$ cat src/rtl/mem_pkg.sv
// Memory-bus control word shared by the CPU data path and the framebuffer write port.
package mem_pkg;

  typedef struct packed {
    logic       memWrite;
    logic [1:0] size;
  } mem_ctrl_t;

endpackage

$ cat src/rtl/vga_pkg.sv
// Framebuffer geometry, fill-engine state encoding and address helpers.
package vga_pkg;

  localparam int         FB_ROWS   = 120;
  localparam int         FB_WCOLS  = 20;
  localparam logic [1:0] SIZE_WORD = 2'b10;

  typedef enum logic [1:0] {IDLE, CHECK, FILL, DONE} fill_state_t;

  // Row in [14:8], word column in [6:2]; bit 7 stays clear because WCOLS*4 < 128.
  function automatic logic [31:0] fill_addr(input logic [4:0] x, input logic [6:0] y);
    return {17'b0, y, 1'b0, x, 2'b00};
  endfunction

endpackage

$ cat src/rtl/vga_fill_walker.sv
// Raster walker over an inclusive rectangle: word column x runs X0..X1, then the row advances.
module vga_fill_walker (
  input  logic       i_clk,
  input  logic       i_rst,
  input  logic       i_load,
  input  logic       i_advance,
  input  logic [4:0] i_x0,
  input  logic [4:0] i_x1,
  input  logic [6:0] i_y0,
  input  logic [6:0] i_y1,
  output logic [4:0] o_x,
  output logic [6:0] o_y,
  output logic       o_last
);

  logic [4:0] r_x;
  logic [6:0] r_y;

  always_ff @(posedge i_clk) begin
    if (i_rst) begin
      r_x <= '0;
      r_y <= '0;
    end else if (i_load) begin
      r_x <= i_x0;
      r_y <= i_y0;
    end else if (i_advance) begin
      if (r_x == i_x1) begin
        r_x <= i_x0;
        r_y <= r_y + 7'd1;
      end else begin
        r_x <= r_x + 5'd1;
      end
    end
  end

  assign o_x    = r_x;
  assign o_y    = r_y;
  assign o_last = (r_x == i_x1) && (r_y == i_y1);

endmodule

$ cat src/rtl/vga_fill_ctrl.sv
// Framebuffer write-port arbiter: CPU stores pass straight through, rectangle fill uses idle cycles.
// Optional VGA_FILL_IRQ_EN adds a sticky completion interrupt (o_fillIrq / i_irqAck).
module vga_fill_ctrl
  import mem_pkg::*;
  import vga_pkg::*;
#(
  parameter int ROWS  = FB_ROWS,
  parameter int WCOLS = FB_WCOLS
) (
  input  logic        i_clk,
  input  logic        i_rst,
  input  logic [31:0] i_cpuAddr,
  input  logic [31:0] i_cpuData,
  input  mem_ctrl_t   i_cpuCtrl,
  input  logic        i_cpuEn,
  input  logic        i_fillStart,
  input  logic [4:0]  i_fillX0,
  input  logic [4:0]  i_fillX1,
  input  logic [6:0]  i_fillY0,
  input  logic [6:0]  i_fillY1,
  input  logic [3:0]  i_fillColor,
  input  logic        i_fillAbort,
  output logic [31:0] o_pxlAddr,
  output logic [31:0] o_pxlData,
  output mem_ctrl_t   o_ctrlVGA,
  output logic        o_en_MEM,
  output logic        o_busy,
  output logic        o_fillDone,
  output logic        o_fillErr
`ifdef VGA_FILL_IRQ_EN
  ,
  output logic        o_fillIrq,
  input  logic        i_irqAck
`endif
);

  fill_state_t r_state, w_state_next;
  logic [4:0]  r_x0, r_x1;
  logic [6:0]  r_y0, r_y1;
  logic [3:0]  r_color;
  logic        r_err, w_err_next;
  logic        w_cpuWr, w_valid, w_load, w_advance, w_last, w_fill_sel;
  logic [4:0]  w_x;
  logic [6:0]  w_y;

  assign w_cpuWr = i_cpuEn & i_cpuCtrl.memWrite;
  assign w_valid = (r_x0 <= r_x1) && (32'(r_x1) < 32'(WCOLS)) &&
                   (r_y0 <= r_y1) && (32'(r_y1) < 32'(ROWS));

  always_comb begin
    w_state_next = r_state;
    w_load       = 1'b0;
    w_err_next   = 1'b0;
    case (r_state)
      IDLE:  if (i_fillStart) w_state_next = CHECK;
      CHECK: begin
        if (i_fillAbort) begin
          w_state_next = IDLE;
        end else if (w_valid) begin
          w_state_next = FILL;
          w_load       = 1'b1;
        end else begin
          w_state_next = IDLE;
          w_err_next   = 1'b1;
        end
      end
      // Abort wins over completion even when the final word goes out this cycle.
      FILL: begin
        if (i_fillAbort)            w_state_next = IDLE;
        else if (!w_cpuWr && w_last) w_state_next = DONE;
      end
      DONE:    w_state_next = IDLE;
      default: w_state_next = IDLE;
    endcase
  end

  always_ff @(posedge i_clk) begin
    if (i_rst) begin
      r_state <= IDLE;
      r_err   <= 1'b0;
      r_x0    <= '0;
      r_x1    <= '0;
      r_y0    <= '0;
      r_y1    <= '0;
      r_color <= '0;
    end else begin
      r_state <= w_state_next;
      r_err   <= w_err_next;
      if (r_state == IDLE && i_fillStart) begin
        r_x0    <= i_fillX0;
        r_x1    <= i_fillX1;
        r_y0    <= i_fillY0;
        r_y1    <= i_fillY1;
        r_color <= i_fillColor;
      end
    end
  end

  assign w_fill_sel = (r_state == FILL) && !w_cpuWr;
  assign w_advance  = w_fill_sel;

  vga_fill_walker u_walker (
    .i_clk     (i_clk),
    .i_rst     (i_rst),
    .i_load    (w_load),
    .i_advance (w_advance),
    .i_x0      (r_x0),
    .i_x1      (r_x1),
    .i_y0      (r_y0),
    .i_y1      (r_y1),
    .o_x       (w_x),
    .o_y       (w_y),
    .o_last    (w_last)
  );

  // Combinational mux keeps CPU stores at zero added latency.
  always_comb begin
    o_pxlAddr = i_cpuAddr;
    o_pxlData = i_cpuData;
    o_ctrlVGA = i_cpuCtrl;
    o_en_MEM  = i_cpuEn;
    if (w_fill_sel) begin
      o_pxlAddr          = fill_addr(w_x, w_y);
      o_pxlData          = {8{r_color}};
      o_ctrlVGA.memWrite = 1'b1;
      o_ctrlVGA.size     = SIZE_WORD;
      o_en_MEM           = 1'b1;
    end
  end

  assign o_busy     = (r_state != IDLE);
  assign o_fillDone = (r_state == DONE);
  assign o_fillErr  = r_err;

`ifdef VGA_FILL_IRQ_EN
  logic r_irq;

  always_ff @(posedge i_clk) begin
    if (i_rst)                     r_irq <= 1'b0;
    else if (w_state_next == DONE) r_irq <= 1'b1;
    else if (i_irqAck)             r_irq <= 1'b0;
  end

  assign o_fillIrq = r_irq | o_fillDone;
`endif

endmodule
$ cat config.mk
export PLATFORM = sky130hd
export DESIGN_NAME = vga_fill_ctrl
export DESIGN_NICKNAME = d
export VERILOG_FILES = /design/src/rtl/mem_pkg.sv /design/src/rtl/vga_pkg.sv /design/src/rtl/vga_fill_walker.sv /design/src/rtl/vga_fill_ctrl.sv
export SDC_FILE = /design/constraint.sdc
export NUM_CORES = 1
export LEC_CHECK = 0
export CORE_UTILIZATION = 35
export DETAILED_ROUTE_END_ITERATION = 16
export GPL_ROUTABILITY_DRIVEN = 0
export PLACE_DENSITY = 0.78
export SLEW_MARGIN = 5
export SYNTH_ARGS = -nofsm -noshare
export SYNTH_HDL_FRONTEND = slang
export SYNTH_SLANG_ARGS = --single-unit
$ cat constraint.sdc
create_clock -name i_clk -period 2.2 [get_ports i_clk]
set_input_delay 0.44 -clock i_clk [delete_from_list [all_inputs] [get_ports i_clk]]
set_output_delay 0.44 -clock i_clk [all_outputs]
set_load 0.03 [all_outputs]
==> results of run 1 <==
## stage by stage
stage	hold slack [ns]	std cells	setup TNS, ns	total power [mW]
2_1_floorplan	0.432	402	0	1.38
6_report	0.451	710	0	2.64
3_5_place_dp	0.443	698	-0.427	1.85
4_1_cts	0.454	707	0	2.60
3_3_place_gp	0.439	698	-0.115	1.83
5_1_grt	0.482	710	-0.230	2.76
## timing repair
action | in CTS | in global routing
setup endpoints to repair | 21 | 74
cloned | 0 | 0
endpoints found under the hold margin | 0 | 0
setup buffers | 1 | 3
pin swaps | 4 | 6
gates resized for setup | 17 | 20
## cell families (layout without fill, tap and decap cells)
kind of cell	after synthesis	count (layout)
flip-flops	43	43
adder cells (fa/ha/maj)	14	14
XOR/XNOR	18	18
multiplexers	2	2
AND/OR/NAND/NOR	186	186
buffers and inverters	40	246
AO/OA/AOI/OAI	99	99
## cell type report
type | count | share of cell area (%)
repair buffers | 224 | 38.6
multi-input cells | 319 | 38.6
flip-flops and latches | 43 | 16.8
well taps | 102 | 2.46
clock buffers | 6 | 1.40
clock inverters | 2 | 1.16
inverters | 14 | 1.01
## Yosys cell counts
cell,count,area (um2)
a211oi_1,7,52.6
a211oi_2,1,12.5
a21o_1,34,255
a21oi_1,34,170
a21oi_2,1,8.76
a311oi_1,1,8.76
a31oi_1,3,18.8
a32oi_1,3,26.3
and2_1,29,181
and3_1,4,25.0
buf_1,1,3.75
buf_2,1,5.00
buf_6,1,11.3
clkbuf_1,23,86.3
dfxtp_1,43,861
ha_1,14,175
inv_1,14,52.6
mux2i_1,2,20.0
nand2_1,104,390
nand2b_1,5,31.3
nand3_1,12,60.1
nand3b_1,1,7.51
nand4_1,6,37.5
nor2_1,12,45.0
nor2b_1,1,6.26
nor3_1,6,30.0
nor3_2,1,10.0
nor4_1,1,6.26
o21ai_0,7,35.0
o21bai_1,2,15.0
o22a_1,1,8.76
o31a_1,1,8.76
o31ai_1,1,7.51
o41ai_1,2,17.5
o41ai_2,1,16.3
or2_2,1,6.26
or4_1,2,15.0
or4_4,1,11.3
xnor2_1,15,131
xor2_1,3,26.3
## routing by layer
| layer | wire length [um] | global-route usage (%) | vias to the layer above |
|---|---|---|---|
| li1 | - | - | 1772 |
| met1 | 4520 | 31.4 | 1635 |
| met2 | 5160 | 41.5 | 141 |
| met3 | 708 | 3.98 | 17 |
| met4 | 204 | 8.08 | 0 |
| met5 | 0 | 0 | - |
## registers in the layout, indices dropped and copies added (netlist names)
register and cells:
o_fillErr 1, r_color 4, r_state 2, r_x0 5, r_x1 5, r_y0 7, r_y1 7, u_walker.o_x 5
u_walker.o_y 7
## worst min-delay path: stages (launching register included)
cell and delay (ns):
dfxtp_1 0.31, nand2_1 0.05, a21oi_1 0.05
## cells in the final DEF, fill, tap and decap left out, drive strengths merged, types with 3 or more instances in the layout
cell type	netlist	routed
xnor2	15	15
a32oi	3	3
o21ai	7	7
inv	14	14
a21o	34	34
ha	14	14
o41ai	3	3
buf	3	122
nand2b	5	5
clkbuf	23	6
a211oi	8	8
clkdlybuf4s50	0	100
xor2	3	3
nand3	12	12
a21oi	35	35
nand2	104	104
nand4	6	6
a31oi	3	3
nor3	7	7
and2	29	29
or4	3	3
dfxtp	43	43
and3	4	4
nor2	12	12
## power breakdown
part / switching (mW) / leakage (nW) / internal [mW]
Combinational: 0.504 / 1.90 / 0.513
Clock: 0.291 / 0.0654 / 0.454
Sequential: 0.0471 / 0.355 / 0.827
Total: 0.842 / 2.32 / 1.79
## worst paths after layout
path,start,end,slack [ns],cells after the start
hold / removal,r_color[2],r_color[2],0.45,2
hold reg to reg,r_color[2],r_color[2],0.45,2
setup reg to reg,r_y1[5],u_walker.o_x[0],0.0002,7
setup / recovery,r_y1[5],u_walker.o_x[0],0.0002,7
==> impl_metrics.json, run 1 <==
{
  "maxCapViolCount": 0,
  "finish.net_count": 721,
  "synth_mux_area_share_pct": 0.691,
  "viasPerCell": 5.02,
  "syn_avg_cell_area_um2": 7.21,
  "synth_top_family_by_area": "simple AND/OR/NAND/NOR gates",
  "grt_max_degree": 60,
  "dr.pass1.iters": 4,
  "core_area_um2": 7850,
  "ys_seq_elements": 43,
  "drtIter0Drc": 262,
  "ioPinCount": 171,
  "fp.dieArea_um2": 8650,
  "path_cells": "inv_2, ha_2, nand4_1, o22a_1, or4_4, and3_4, o31a_1",
  "synth-simple-area-share_pct": 29.8,
  "final.period_utilization_pct": 100,
  "final_cell_area_um2": 5190,
  "die_y_um": 93.0,
  "relSlewSlack_pct": 59.4,
  "cp_top_family": "simple AND/OR/NAND/NOR gates",
  "start_util_pct": 36.9,
  "powerDensity_nw_per_um2": 508,
  "cts_hold_buffers": 0,
  "finalHoldViolCount": 0,
  "tightest_slew_ns": 0.607,
  "antenna_found_initial": 0,
  "cts_buffers": 5,
  "synth_adder_area_share_pct": 6.04,
  "cts_tree": "built",
  "multi_input_area_um2": 2000,
  "status": "finished clean",
  "min_period_ns": 2.20,
  "syn_area_um2": 2900,
  "grt-ovfl-total": 0,
  "grt_pass1_wl_um": 16800,
  "area_growth_pct": 79.2,
  "post-place-ws_ns": -0.0885,
  "drive_gt1_share_pct": 27.5,
  "leakagePower_nw": 2.32,
  "n_fill_cell": 680,
  "routed_wl_um": 10600,
  "clockBufferDepth": 2,
  "vias": 3565,
  "crit_slowest_cell": "or4_4",
  "clk_pin_slew_ns": 0.09,
  "crit_arrival_ns": 2.41,
  "rsz0062_at_grt": "true",
  "synth_compound_area_share_pct": 22.8,
  "cts_max_level": 2,
  "required_ns": 2.41,
  "grt.total_usage_pct": 24.5,
  "remaining_drc_errors": 0,
  "max_freq_mhz": 455,
  "synthCells": 402,
  "root_buffer": "clkbuf_8",
  "cp-start-kind": "flop",
  "die_w_um": 93.0,
  "end_kind": "flop",
  "rows": 32,
  "regArea_um2": 872,
  "crit_fanout": 4,
  "min_path_type": "flop to flop",
  "slew_violations": 0,
  "clk_latency_ns": 0.31,
  "port_buffers": 170,
  "yosysSeqAreaShare_pct": 29.7,
  "grt_pass1_vias": 3463,
  "num_antenna_cells": 0,
  "slowest_delay_ns": 0.57,
  "skew_ns": 0.00741,
  "synth_xor_area_share_pct": 5.44,
  "worst_slack_ns": 0.000181,
  "drt.antenna.violating_nets": 0,
  "setup.worst_path.class": "flop to flop",
  "utilization_pct": 66.2,
  "cp.buffers_inverters": 1,
  "dpl_cell_area_um2": 4900,
  "setup_viol": 0,
  "synth_nets": 516,
  "synth.distinct_cells": 40,
  "clock-sinks": 43,
  "wl_per_cell_um": 14.9,
  "yosysWarningCount": 0,
  "dpl.hpwl_um": 8270,
  "ir_worst_vdd_mv": 0.281
}
No activity file was read; power rests on OpenSTA's default activity.
==> run 2: changes to the inputs <==
--- a/config.mk
+++ b/config.mk
@@ -5,10 +5,13 @@
 export SDC_FILE = /design/constraint.sdc
 export NUM_CORES = 1
 export LEC_CHECK = 0
-export CORE_UTILIZATION = 35
+export CELL_PAD_IN_SITES_DETAIL_PLACEMENT = 1
+export CELL_PAD_IN_SITES_GLOBAL_PLACEMENT = 1
+export CORE_MARGIN = 2
+export CORE_UTILIZATION = 23
 export DETAILED_ROUTE_END_ITERATION = 16
 export GPL_ROUTABILITY_DRIVEN = 0
-export PLACE_DENSITY = 0.78
+export PLACE_DENSITY_LB_ADDON = 0.1
 export SLEW_MARGIN = 5
 export SYNTH_ARGS = -nofsm -noshare
 export SYNTH_HDL_FRONTEND = slang
==> run 2 against run 1 <==
  * The run now ends with setup timing left
  * Design area is 3.3% higher
  * Register-to-register slack lost 0.03 ns
  * Cell count up 11%
  * Worst hold slack improved by 0.0023 ns
  * Flip-flop and latch count unchanged
  * Critical path depth grew 1
  * Sequential power about the same
  * Routed wire length rose by 13%
  * Maximum frequency fell by 1.2%
  * Non-clock buffer count is 5 higher
  * Critical path type unchanged
  * Largest power group unchanged
==> impl_metrics.json, run 2 (synthesized netlist as in run 1, its figures left out) <==
{
  "drive_gt1_share_pct": 26.6,
  "cts_buffers": 5,
  "min_from": "r_color[3]",
  "leakagePower_nw": 2.38,
  "relSlewSlack_pct": 74.0,
  "cts_max_level": 2,
  "clk_pin_slew_ns": 0.06,
  "ir_worst_vdd_mv": 0.318,
  "ioPinCount": 171,
  "cp-startpoint": "r_y1[5]",
  "core_area_um2": 12500,
  "die_y_um": 116,
  "setup_viol": 2,
  "finish.net_count": 726,
  "status": "complete, but fails checks",
  "start_util_pct": 23.2,
  "slowest_delay_ns": 0.58,
  "path_cells": "inv_2, ha_2, o21ai_1, o21bai_1, o22a_1, or4_4, and3_4, o31a_1",
  "remaining_drc_errors": 0,
  "rsz0062_at_grt": "true",
  "vias": 3546,
  "worst_slack_ns": -0.0270,
  "crit_fanout": 4,
  "crit_slowest_cell": "or4_4",
  "final.period_utilization_pct": 101,
  "post-place-ws_ns": -0.130,
  "final_cell_area_um2": 5360,
  "dr.pass1.iters": 4,
  "cp_top_family": "simple AND/OR/NAND/NOR gates",
  "layout_commonest_cell": "buf_4",
  "antenna_found_initial": 0,
  "cp-start-kind": "flop",
  "dpl.hpwl_um": 9620,
  "port_buffers": 170,
  "fp.dieArea_um2": 13500,
  "clock-sinks": 43,
  "cts_tree": "built",
  "wl_per_cell_um": 15.3,
  "layout_common_cells": "115 x buf_4, 104 x nand2_1, 100 x clkdlybuf4s50_1",
  "grt_pass1_wl_um": 17800,
  "whs_ns": 0.454,
  "grt_max_degree": 44,
  "tightest_slew_ns": 0.388,
  "rows": 41,
  "grt_pass1_vias": 3476,
  "drtIter0Drc": 124,
  "finalHoldViolCount": 0,
  "maxCapViolCount": 0,
  "powerDensity_nw_per_um2": 505,
  "num_antenna_cells": 0,
  "routed_wl_um": 12000,
  "end_kind": "flop",
  "grt-ovfl-total": 0,
  "max_freq_mhz": 449,
  "violations": "setup timing",
  "clk_latency_ns": 0.29,
  "setup.worst_path.class": "flop to flop",
  "dpl_cell_area_um2": 5010,
  "viasPerCell": 4.52,
  "root_buffer": "clkbuf_16",
  "fin_tns_setup_ns": -0.0372,
  "area_growth_pct": 85.0,
  "clockBufferDepth": 2,
  "drt.antenna.violating_nets": 0,
  "crit_arrival_ns": 2.40,
  "required_ns": 2.37,
  "die_w_um": 116,
  "grt.total_usage_pct": 16.8,
  "skew_ns": 0.00210,
  "slew_violations": 0,
  "worstReg2RegStart": "r_y1[5]",
  "min_period_ns": 2.23,
  "utilization_pct": 43.0,
  "min_path_type": "flop to flop",
  "cp.buffers_inverters": 1
}
## run 2: cell count changes in the layout (fill, tap and decap cells not counted), moves of 3 or more
cell       previous run  this run
and2_4                3         0
clkbuf_16             0         5
buf_6                 2         5
clkbuf_8              5         2
## run 2: final cells by class
| type | count | area, um2 |
|---|---|---|
| fill | 1521 | 7100 |
| timing repair buffer | 229 | 2100 |
| multi-input combinational | 319 | 1970 |
| sequential | 43 | 871 |
| tap | 172 | 215 |
| clock buffer | 8 | 156 |
| inverter | 14 | 52.6 |
## run 2: repair_timing
action / in CTS / in global routing
cloned: 2 / 0
endpoints found under the hold margin: 0 / 0
resized for setup: 19 / 13
buffers inserted: 3 / 0
hold buffers: 0 / 0
pin swaps: 8 / 5
setup endpoints to repair: 75 / 35
## run 2: worst paths after layout
check                    endpoint  slack [ns]  cells past startpoint
setup / recovery  u_walker.o_x[0]       -0.03                      8
hold reg to reg        r_color[3]        0.45                      2
hold / removal         r_color[3]        0.45                      2
setup reg to reg  u_walker.o_x[0]       -0.03                      8
## run 2: tightest hold or removal path, cell delays in order, from the launching register on
cell and delay, ns:
dfxtp_1 0.31, nand2_1 0.05, a21oi_1 0.05
## run 2: report_power, final
group	switching, mW	internal, mW	leakage [nW]	total (mW)
sequential	0.0437	0.828	0.355	0.871
combinational	0.513	0.532	1.95	1.04
clock	0.306	0.484	0.0772	0.790
total	0.862	1.84	2.38	2.71
## run 2: metal layers
layer / GRT usage [%] / wire length (um) / vias to the layer above
met5: 0 / 0 / -
met4: 4.52 / 119 / 0
met3: 3.22 / 801 / 6
met2: 30.3 / 5920 / 106
met1: 20.5 / 5170 / 1648
li1: - / - / 1786
## run 2: through the flow
stage	total power, mW	instances
finish	2.71	785
global route	2.86	785
CTS	2.73	785
detailed placement	1.90	772
global placement	1.88	772
floorplan	1.38	402
